$ cat src/rtl/pool_result_packer_pkg.sv
// -----------------------------------------------------------------------------
// pool_result_packer_pkg
// Shared definitions for the pooling result packer:
//   - CONV_IN_BIT_WIDTH_F : default per-channel data width (guarded macro)
//   - ST_IDLE/ST_COLLECT/ST_DRAIN : controller state encodings
//   - DEFAULT_FIFO_DEPTH : default word FIFO depth
//   - pix_pos_t plus helpers that walk the (row, col) raster of a square map
// -----------------------------------------------------------------------------
`ifndef CONV_IN_BIT_WIDTH_F
`define CONV_IN_BIT_WIDTH_F 8
`endif

package pool_result_packer_pkg;

    localparam logic [1:0] ST_IDLE    = 2'd0;
    localparam logic [1:0] ST_COLLECT = 2'd1;
    localparam logic [1:0] ST_DRAIN   = 2'd2;

    localparam int DEFAULT_FIFO_DEPTH = 16;

    typedef struct packed {
        logic [3:0] row;
        logic [3:0] col;
    } pix_pos_t;

    // True when pos is the bottom-right pixel of a width x width map.
    function automatic logic is_last_pixel(input pix_pos_t pos, input logic [3:0] width);
        return (pos.col == (width - 4'd1)) && (pos.row == (width - 4'd1));
    endfunction

    // Raster-order successor: col wraps at width-1 and carries into row.
    function automatic pix_pos_t next_pos(input pix_pos_t pos, input logic [3:0] width);
        pix_pos_t nxt;
        nxt.col = (pos.col == (width - 4'd1)) ? 4'd0 : (pos.col + 4'd1);
        nxt.row = (pos.col == (width - 4'd1)) ? (pos.row + 4'd1) : pos.row;
        return nxt;
    endfunction

endpackage

$ cat src/rtl/pool_result_packer_pack_fifo.sv
// -----------------------------------------------------------------------------
// pack_fifo
// Synchronous show-ahead FIFO. The head entry is visible on rdata whenever
// the FIFO is non-empty; rdata reads zero while empty.
// DEPTH must be a power of two, at least 4.
// Ports:
//   clk, rst_n  : clock, asynchronous active-low reset (empties the FIFO)
//   push, wdata : write request and data (ignored when full without a pop)
//   pop         : remove the head entry (ignored when empty)
//   rdata       : head entry
//   full, empty : occupancy flags
//   count       : current number of entries
// -----------------------------------------------------------------------------
module pack_fifo #(
    parameter int DEPTH = 16,
    parameter int DW    = 33
) (
    input  logic                       clk,
    input  logic                       rst_n,
    input  logic                       push,
    input  logic [DW-1:0]              wdata,
    input  logic                       pop,
    output logic [DW-1:0]              rdata,
    output logic                       full,
    output logic                       empty,
    output logic [$clog2(DEPTH):0]     count
);
    localparam int AW = $clog2(DEPTH);
    localparam logic [AW:0] FULL_CNT = (AW+1)'(DEPTH);

    logic [DW-1:0] mem_r [DEPTH];
    logic [AW-1:0] wr_ptr_r;
    logic [AW-1:0] rd_ptr_r;
    logic [AW:0]   count_r;
    logic          empty_s;
    logic          full_s;
    logic          do_pop_s;
    logic          do_push_s;

    assign empty_s   = (count_r == {(AW+1){1'b0}});
    assign full_s    = (count_r == FULL_CNT);
    assign do_pop_s  = pop && !empty_s;
    // A pop frees the slot in the same cycle, so push-while-full is legal then.
    assign do_push_s = push && (!full_s || do_pop_s);

    // Storage array; contents are don't-care until written.
    always_ff @(posedge clk) begin
        if (do_push_s) begin
            mem_r[wr_ptr_r] <= wdata;
        end
    end

    // Pointer and occupancy bookkeeping.
    always_ff @(posedge clk or negedge rst_n) begin
        if (!rst_n) begin
            wr_ptr_r <= {AW{1'b0}};
            rd_ptr_r <= {AW{1'b0}};
            count_r  <= {(AW+1){1'b0}};
        end else begin
            if (do_push_s) begin
                wr_ptr_r <= wr_ptr_r + {{(AW-1){1'b0}}, 1'b1};
            end
            if (do_pop_s) begin
                rd_ptr_r <= rd_ptr_r + {{(AW-1){1'b0}}, 1'b1};
            end
            case ({do_push_s, do_pop_s})
                2'b10:   count_r <= count_r + {{AW{1'b0}}, 1'b1};
                2'b01:   count_r <= count_r - {{AW{1'b0}}, 1'b1};
                default: count_r <= count_r;
            endcase
        end
    end

    assign rdata = empty_s ? {DW{1'b0}} : mem_r[rd_ptr_r];
    assign full  = full_s;
    assign empty = empty_s;
    assign count = count_r;

endmodule

$ cat src/rtl/pool_result_packer.sv
// -----------------------------------------------------------------------------
// pool_result_packer
// Collects aligned per-channel pooling results, packs them into one word per
// output pixel (c0 in the low lane), buffers words in pack_fifo and streams
// them out on valid/ready with m_last marking the final pixel of the map.
// Optional build macro: PACK_RELU_EN -- clamp negative enabled lanes to zero.
// Ports:
//   clk, rst_n            : clock, asynchronous active-low reset
//   start, pool_o_width,
//   ch_en                 : map start pulse, square map width, channel mask
//   pool_result_valid,
//   pool_result_level1_c* : per-channel strobes and signed results
//   m_data/m_valid/m_ready/m_last : output stream
//   busy, done            : activity level and end-of-map pulse
//   err_overflow/err_align/err_cfg : sticky error flags, cleared by start
// -----------------------------------------------------------------------------
`ifndef CONV_IN_BIT_WIDTH_F
`define CONV_IN_BIT_WIDTH_F 8
`endif

module pool_result_packer
    import pool_result_packer_pkg::*;
#(
    parameter int FIFO_DEPTH = DEFAULT_FIFO_DEPTH,
    parameter int W          = `CONV_IN_BIT_WIDTH_F
) (
    input  logic                clk,
    input  logic                rst_n,
    input  logic                start,
    input  logic [3:0]          pool_o_width,
    input  logic [3:0]          ch_en,
    input  logic [3:0]          pool_result_valid,
    input  logic signed [W-1:0] pool_result_level1_c0,
    input  logic signed [W-1:0] pool_result_level1_c1,
    input  logic signed [W-1:0] pool_result_level1_c2,
    input  logic signed [W-1:0] pool_result_level1_c3,
    output logic [4*W-1:0]      m_data,
    output logic                m_valid,
    input  logic                m_ready,
    output logic                m_last,
    output logic                busy,
    output logic                done,
    output logic                err_overflow,
    output logic                err_align,
    output logic                err_cfg
);
    localparam int DW = 4*W + 1;
    localparam int AW = $clog2(FIFO_DEPTH);

    logic [1:0]     state_r;
    logic [3:0]     width_r;
    logic [3:0]     ch_en_r;
    pix_pos_t       pos_r;
    logic           done_r;
    logic           err_overflow_r;
    logic           err_align_r;
    logic           err_cfg_r;

    logic [W-1:0]   lane_in_s [4];
    logic [4*W-1:0] word_s;
    logic [3:0]     masked_vld_s;
    logic           beat_s;
    logic           partial_s;
    logic           last_pix_s;
    logic           pop_s;
    logic           push_s;
    logic           overflow_s;
    logic           drain_done_s;
    logic           fifo_full_s;
    logic           fifo_empty_s;
    logic [AW:0]    fifo_count_s;
    logic [DW-1:0]  fifo_rdata_s;

    // Disabled lanes read zero; enabled lanes optionally lose negative values.
    function automatic logic [W-1:0] gate_lane(input logic en, input logic [W-1:0] v);
`ifdef PACK_RELU_EN
        return (en && !v[W-1]) ? v : {W{1'b0}};
`else
        return en ? v : {W{1'b0}};
`endif
    endfunction

    assign lane_in_s[0] = pool_result_level1_c0;
    assign lane_in_s[1] = pool_result_level1_c1;
    assign lane_in_s[2] = pool_result_level1_c2;
    assign lane_in_s[3] = pool_result_level1_c3;

    // Packed output word built from the latched channel mask.
    always_comb begin
        word_s = {(4*W){1'b0}};
        for (int i = 0; i < 4; i++) begin
            word_s[i*W +: W] = gate_lane(ch_en_r[i], lane_in_s[i]);
        end
    end

    // Strobes on disabled channels are masked off before alignment checks.
    assign masked_vld_s = pool_result_valid & ch_en_r;
    assign beat_s       = (state_r == ST_COLLECT) && (ch_en_r != 4'd0) &&
                          (masked_vld_s == ch_en_r);
    assign partial_s    = (state_r == ST_COLLECT) && (masked_vld_s != 4'd0) &&
                          (masked_vld_s != ch_en_r);
    assign last_pix_s   = is_last_pixel(pos_r, width_r);
    assign pop_s        = !fifo_empty_s && m_ready;
    assign overflow_s   = beat_s && fifo_full_s && !pop_s;
    assign push_s       = beat_s && !overflow_s;
    // No pushes happen in DRAIN, so the FIFO empties when its last entry pops
    // (or is already empty if the final word was dropped).
    assign drain_done_s = fifo_empty_s ||
                          (pop_s && (fifo_count_s == {{AW{1'b0}}, 1'b1}));

    // Controller: map configuration, pixel position, sticky flags, done pulse.
    always_ff @(posedge clk or negedge rst_n) begin
        if (!rst_n) begin
            state_r        <= ST_IDLE;
            width_r        <= 4'd0;
            ch_en_r        <= 4'd0;
            pos_r          <= 8'd0;
            done_r         <= 1'b0;
            err_overflow_r <= 1'b0;
            err_align_r    <= 1'b0;
            err_cfg_r      <= 1'b0;
        end else begin
            done_r <= 1'b0;
            case (state_r)
                ST_IDLE: begin
                    if (start) begin
                        err_overflow_r <= 1'b0;
                        err_align_r    <= 1'b0;
                        width_r        <= pool_o_width;
                        ch_en_r        <= ch_en;
                        pos_r          <= 8'd0;
                        if (pool_o_width == 4'd0) begin
                            err_cfg_r <= 1'b1;
                        end else begin
                            err_cfg_r <= 1'b0;
                            state_r   <= ST_COLLECT;
                        end
                    end
                end
                ST_COLLECT: begin
                    // Position advances even for dropped words to keep m_last aligned.
                    if (beat_s) begin
                        pos_r <= next_pos(pos_r, width_r);
                        if (last_pix_s) begin
                            state_r <= ST_DRAIN;
                        end
                    end
                    if (partial_s) begin
                        err_align_r <= 1'b1;
                    end
                    if (overflow_s) begin
                        err_overflow_r <= 1'b1;
                    end
                end
                ST_DRAIN: begin
                    if (drain_done_s) begin
                        done_r  <= 1'b1;
                        state_r <= ST_IDLE;
                    end
                end
                default: begin
                    state_r <= ST_IDLE;
                end
            endcase
        end
    end

    pack_fifo #(
        .DEPTH (FIFO_DEPTH),
        .DW    (DW)
    ) u_pack_fifo (
        .clk   (clk),
        .rst_n (rst_n),
        .push  (push_s),
        .wdata ({last_pix_s, word_s}),
        .pop   (pop_s),
        .rdata (fifo_rdata_s),
        .full  (fifo_full_s),
        .empty (fifo_empty_s),
        .count (fifo_count_s)
    );

    assign m_valid      = !fifo_empty_s;
    assign m_data       = fifo_rdata_s[4*W-1:0];
    assign m_last       = fifo_rdata_s[DW-1];
    assign busy         = (state_r != ST_IDLE);
    assign done         = done_r;
    assign err_overflow = err_overflow_r;
    assign err_align    = err_align_r;
    assign err_cfg      = err_cfg_r;

endmodule
$ cat config.mk
export PLATFORM = sky130hd
export DESIGN_NAME = pool_result_packer
export DESIGN_NICKNAME = d
export VERILOG_FILES = /design/src/rtl/pool_result_packer_pkg.sv /design/src/rtl/pool_result_packer_pack_fifo.sv /design/src/rtl/pool_result_packer.sv
export SDC_FILE = /design/constraint.sdc
export NUM_CORES = 1
export LEC_CHECK = 0
export BUFFER_PORTS_ARGS = -buffer_cell sky130_fd_sc_hd__buf_2
export CORE_ASPECT_RATIO = 1.1
export CORE_MARGIN = 3
export CORE_UTILIZATION = 55
export CTS_BUF_LIST = sky130_fd_sc_hd__clkbuf_8
export DETAILED_ROUTE_END_ITERATION = 10
export GPL_ROUTABILITY_DRIVEN = 0
export PLACE_DENSITY = 0.72
export SKIP_LAST_GASP = 1
export SLEW_MARGIN = 40
export SYNTH_ARGS = -nofsm -noshare
export SYNTH_HDL_FRONTEND = slang
export SYNTH_SLANG_ARGS = --single-unit
$ cat constraint.sdc
create_clock -name clk -period 4.5 [get_ports clk]
set_input_delay 0.225 -clock clk [delete_from_list [all_inputs] [get_ports clk]]
set_output_delay 0.225 -clock clk [all_outputs]
set_load 0.05 [all_outputs]
# Word level (Yosys, flattened, before mapping)
# Memory sizes are Yosys's and may differ from the RTL's.
# Index checks and enable logic that the tools add are counted.
totals:
  ff_bits: 35
  out_inout_bits: 39
  ram_bits: 528
  mem_count: 1
  word_cells: 98
classes:
  n_eq_ne: 18
  mux: 27
  n_reduce_logical: 32
  addsub: 7
  bitwise: 1
mem_list:
  columns: ["memory", "words", "word_bits", "rd", "rd_ports_with_merged_regs", "wr", "line", "rtl"]
  rows:
  - ["u_pack_fifo.mem_r", 16, 33, 1, 0, 1, "pool_result_packer_pack_fifo.sv:31", "logic [DW-1:0] mem_r [DEPTH];"]
ops:
  columns: ["operator", "n"]
  rows:
  - ["$mux W8", 6]
  - ["$mux W33", 1]
  - ["$add A4 B1 Y4 const B", 4]
  - ["$pmux W8 S2", 1]
  - ["$ne A2 B2 Y1 const B", 7]
  - ["$eq A4 B4 Y1", 3]
  - ["$logic_and A1 B1 Y1", 12]
  - ["$mux W2", 5]
  - ["$pmux W5 S2", 1]
  - ["$reduce_and A3 Y1", 3]
  - ["$mux W1", 8]
  - ["$mux W4", 2]
  - ["$reduce_bool A4 Y1", 2]
  - ["$pmux W2 S3", 1]
  - ["$reduce_bool A2 Y1", 3]
  - ["$add A5 B1 Y5 const B", 1]
  - ["$eq A5 B1 Y1 const B", 1]
  - ["$eq A5 B5 Y1 const B", 1]
  - ["$logic_not A5 Y1", 1]
  - ["$reduce_and A5 Y1", 1]
  - ["$sub A5 B1 Y5 const B", 1]
  - ["$and A4 B4 Y4", 1]
  - ["$eq A2 B1 Y1 const B", 2]
  - ["$eq A2 B2 Y1 const B", 2]
  - ["10 further kinds", 15]

# Logic depth before layout (Yosys ltp)
logic_depth:
  depth_word: 10
  ltp_mapped: 11
  mapped_depth_nobuf: 9

# Modules after synthesis
# A second synthesis with hierarchy kept.
unflattened:
  cells_unflattened: 1099
  area_unflattened_um2: 22666.7
modules_own_cells:
  columns: ["module", "n_inst", "area_per_inst_um2", "cells_per_inst"]
  rows:
  - ["pack_fifo", 1, 21155.3, 941]
  - ["pool_result_packer", 1, 1511.4, 158]

# Worst setup path before layout
# No wires, ideal clock.
synth_path:
  path_type: "register -> register"
  startpoint: "register u_pack_fifo.count_r[0], in the netlist u_pack_fifo.count[0]"
  endpoint: "memory u_pack_fifo.mem_r[3][0], enable pin"
  setup_slack_ns: 0.456
  stages_incl_launch_ff: 8
  setup_ns: 0.464
  arrival_ns: 3.579
  required_time_ns: 4.036
  n_path_buf: 1
  path_cell_list: "dfrtp_1 > inv_1 > ha_1 > and4b_1 > nor3_2 > buf_2 > nand2_1 > nor3_1"
synth_via:
  elab_chain_cells: 10
  elab_cells_between_ends: 15
  classes_between: "eq/ne: 1; mux: 2; reduce/logical: 12"
synth_lines:
  columns: ["item", "line", "rtl"]
  rows:
  - ["from (decl)", "pool_result_packer_pack_fifo.sv:34", "logic [AW:0] count_r;"]
  - ["from (signal assigned)", "pool_result_packer_pack_fifo.sv:58", "count_r <= {(AW+1){1'b0}};"]
  - ["from (signal assigned)", "pool_result_packer_pack_fifo.sv:67", "2'b10: count_r <= count_r + {{AW{1'b0}}, 1'b1};"]
  - ["from (signal assigned)", "pool_result_packer_pack_fifo.sv:68", "2'b01: count_r <= count_r - {{AW{1'b0}}, 1'b1};"]
  - ["$logic_not A5 Y1", "pool_result_packer_pack_fifo.sv:40", "assign empty_s = (count_r == {(AW+1){1'b0}});"]
  - ["$logic_not A1 Y1", "pool_result_packer_pack_fifo.sv:42, pool_result_packer.sv:103", null]
  - ["$logic_and A1 B1 Y1", "pool_result_packer.sv:103", "assign pop_s = !fifo_empty_s && m_ready;"]
  - ["$logic_not A1 Y1", "pool_result_packer.sv:104", "assign overflow_s = beat_s && fifo_full_s && !pop_s;"]
  - ["$logic_and A1 B1 Y1", "pool_result_packer.sv:104", null]
  - ["$logic_not A1 Y1", "pool_result_packer.sv:105", "assign push_s = beat_s && !overflow_s;"]
  - ["$logic_and A1 B1 Y1", "pool_result_packer.sv:105", null]
  - ["$logic_and A1 B1 Y1 *", "pool_result_packer_pack_fifo.sv:44", "assign do_push_s = push && (!full_s || do_pop_s);"]
  - ["$mux W1 *", "pool_result_packer_pack_fifo.sv:48", "if (do_push_s) begin"]
  - ["$mux W1 (implied by the code) *", "pool_result_packer_pack_fifo.sv:49", "mem_r[wr_ptr_r] <= wdata;"]
  - ["to (decl)", "pool_result_packer_pack_fifo.sv:31", null]
# Every way passes the cells marked *; elsewhere a longest branch is shown, timed or not.

# Final worst setup path
layout_path:
  startpoint: "register u_pack_fifo.rd_ptr_r[0]"
  endpoint: "output m_data[20]"
layout_via:
  elab_chain_cells: 2
layout_lines:
  columns: ["item", "line", "rtl"]
  rows:
  - ["from (decl)", "pool_result_packer_pack_fifo.sv:33", "logic [AW-1:0] rd_ptr_r;"]
  - ["from (signal assigned)", "pool_result_packer_pack_fifo.sv:57", "rd_ptr_r <= {AW{1'b0}};"]
  - ["from (signal assigned)", "pool_result_packer_pack_fifo.sv:64", "rd_ptr_r <= rd_ptr_r + {{(AW-1){1'b0}}, 1'b1};"]
  - ["$mem_v2 Z16 W33", null, null]
  - ["$mux W33", "pool_result_packer_pack_fifo.sv:74", "assign rdata = empty_s ? {DW{1'b0}} : mem_r[rd_ptr_r];"]
  - ["to (decl)", "pool_result_packer.sv:37", "output logic [4*W-1:0] m_data,"]
# No other way between the ends.

==> results.toml <==
[run_status]
status = "completed"

[sta]
slew_violations = 0
setup_ws_ns = 1.05
finalSetupViolations = 0
period_minus_slack_ns = 3.45
grt_setup_unrepaired = "no"
fmax_ghz = 0.290
tns_ns = 0
max_slew_margin_pct = 46.5
hold_viol = 0
finalClockSkew_ns = 0.0262
tightest_slew_ns = 0.801
period_share_pct = 76.8

[worst_setup_path]
crit_family = "flip-flops"
path_max_fanout = 50
crit_arrival_ns = 3.23
cp-start-kind = "register"
crit_chain = "buf_12, mux4_2, a22oi_1, a21oi_1, buf_2"
cp_slowest_cell = "dfrtp_4"
critPathMaxStageDelay_ns = 0.76
cp_num_buf_inv = 2
worst_setup_path_end_kind = "primary output"
path_class = "reg2out"
cp.required_ns = 4.28

[synthesis]
synth-edff-count = 528
synth_compound_area_share_pct = 3.95
syn_avg_cell_area_um2 = 20.6
syn_nets = 1131
synthMuxAreaShare_pct = 13.6
synth.distinct_cells = 51
synth_top_family_by_area = "multiplexers"
syn_inst = 1070
async_flop_share_pct = 6.22
synth_area_um2 = 22100
yosys_register_bits = 563
ys_top_cells_by_count = "edfxtp_1 (528), mux4_2 (132), a22oi_1 (69), a21oi_1 (38)"
yosys_warnings = 0
synthXorXnorAreaFrac_pct = 0.941
synth_ff_type = "edfxtp_1"
synthSimpleGateAreaFrac_pct = 3.45
netlist.top_cell.by_area = "edfxtp_1"
synth.top_cell.area_share_pct = 71.8
synth.most_common_cell = "edfxtp_1"
synth_area_leaders = "edfxtp_1 (72%), mux4_2 (13%), dfrtp_1 (4.0%)"
synth_fa_ha_area_share_pct = 0.737
ys_seq_area_share_pct = 75.8

[worst_hold_path]
hold_path_class = "in2reg"

[global_route]
grt_max_degree = 65
grt_antenna_before_repair = 1
grt_use_total_pct = 22.4
grt_pass1_wl_mm = 70.7
grt-ovfl-total = 0
grt_pass1_vias = 11700

[finish]
layout-drive-gt1-share_pct = 29.0
fillers = 2675
final_core_util_pct = 62.9
nets = 1271
syn2layout_area_growth_pct = 12.3
n_antenna_cell = 0

[floorplanning]
dieArea_um2 = 42600
ios = 87
core_area_um2 = 39400
die_w_um = 197
start_util_pct = 56.1
row_count = 76
die_h_um = 216

[route]
drt_first_iter_violations = 962
routedWlPerCell_um = 25.8
vias = 10900
drc_errors = 0
ant_nets = 0
dr.pass1.iters = 5
wirelength_mm = 46.1
vias_per_cell = 6.12

[power]
powerDensity_nw_per_um2 = 697
irDropWorstVdd_v = 0.000512
p_leak_uw = 0.00840

[cts]
post_cts_resized = 0
clk_latency_ns = 0.65
htree_levels = 3
numCtsBuffers = 89
clockRootBuffer = "clkbuf_8"
clkTransAtPathRegs_ns = 0.07
cts.sinks = 563
cts_buffer_depth = 3
cts_tree = "built"

[placement]
port_buffers = 86
dpl.hpwl_mm = 25.4
post-place-ws_ns = 1.48

[job]
maxCapViolCount = 0
-- layer usage --
metal / up-vias / part of all wire [%] / wire length (um) / global-route usage (%)
met5: - / 0.015 / 7 / 0
met4: 2 / 1.9 / 874 / 6.68
met2: 432 / 50 / 22900 / 35.8
met3: 73 / 7.0 / 3240 / 4.76
li1: 4712 / - / - / -
met1: 5718 / 41 / 19100 / 31.8
-- final timing paths --
check | endpoint | from | cells after the start | slack [ns]
worst max-delay path | m_data[20] | u_pack_fifo.rd_ptr_r[0] | 5 | 1.05
worst min register to register | err_cfg | err_cfg | 2 | 0.49
worst min-delay path | err_align | pool_result_valid[1] | 4 | 0.05
max in group asynchronous | u_pack_fifo.rd_ptr_r[0] | rst_n | 2 | 4.03
worst max register to register | u_pack_fifo.mem_r[3][4] | ch_en_r[0] | 6 | 1.43
min in group asynchronous | pos_r[6] | rst_n | 2 | 0.08
-- per-stage QoR --
stage	instances	hold slack, ns	total power [uW]	area [um2]
2_1_floorplan	1070	-0.0706	11800	22100
3_3_place_gp	1617	0.357	13400	23000
3_5_place_dp	1617	0.367	13500	23100
4_1_cts	1786	0.00282	17400	24800
5_1_grt	1786	0.0155	18100	24800
6_report	1786	0.0452	17300	24800
-- layout by cell type (no fill, tap or decap), types with 10 or more instances in the layout --
master	count
and3_4	15
dfrtp_1	33
a21oi_1	38
buf_4	10
ha_1	13
and2_1	35
a22oi_1	69
nor2_1	10
clkinv_1	24
buf_2	85
clkbuf_8	89
edfxtp_1	528
xor2_1	10
inv_1	39
xnor2_1	10
nand2_1	36
mux4_2	132
-- state kept, by name, indices dropped and copies added, names as in the netlist --
name / count
u_pack_fifo.wr_ptr_r: 4
u_pack_fifo.mem_r: 528
done: 1
err_cfg: 1
state_r: 2
err_align: 1
width_r: 4
err_overflow: 1
pos_r: 8
u_pack_fifo.count: 5
ch_en_r: 4
u_pack_fifo.rd_ptr_r: 4
-- cells by family after synthesis --
family,Yosys count
AOI/OAI and AO/OA,130
muxes,134
DFF,563
xor gates and xnor gates,22
adders and majority gates,13
and+or+nand+nor,138
buffers and inverters,70
-- layout make-up --
| class | instances | area, um2 | area share (%) |
|---|---|---|---|
| Sequential cell | 563 | 16700 | 67.5 |
| Multi-Input combinational cell | 437 | 5110 | 20.6 |
| Clock buffer | 89 | 1220 | 4.94 |
| Timing Repair Buffer | 107 | 651 | 2.63 |
| Tap cell | 507 | 634 | 2.56 |
| Clock inverter | 71 | 379 | 1.53 |
| Inverter | 12 | 45.0 | 0.182 |
-- where the power goes --
part | internal [uW] | switching [uW] | leakage (uW)
logic | 2170 | 3950 | 0.00216
clock network | 1970 | 1940 | 0.000921
registers | 6740 | 500 | 0.00532
total | 10900 | 6390 | 0.00840
-- worst min-delay path, delay by kind of cell --
| kind | cells | cell delay [ns] |
|---|---|---|
| AOI/OAI and AO/OA | 3 | 0.33 |
| buffers and inverters | 1 | 0.10 |
-- what timing repair did --
action,CTS,global route
setup endpoints to repair,0,0
hold buffers,9,0
hold endpoints to repair,45,0
setup buffers,0,0
Note: power is estimated with default switching activity, not from simulation.
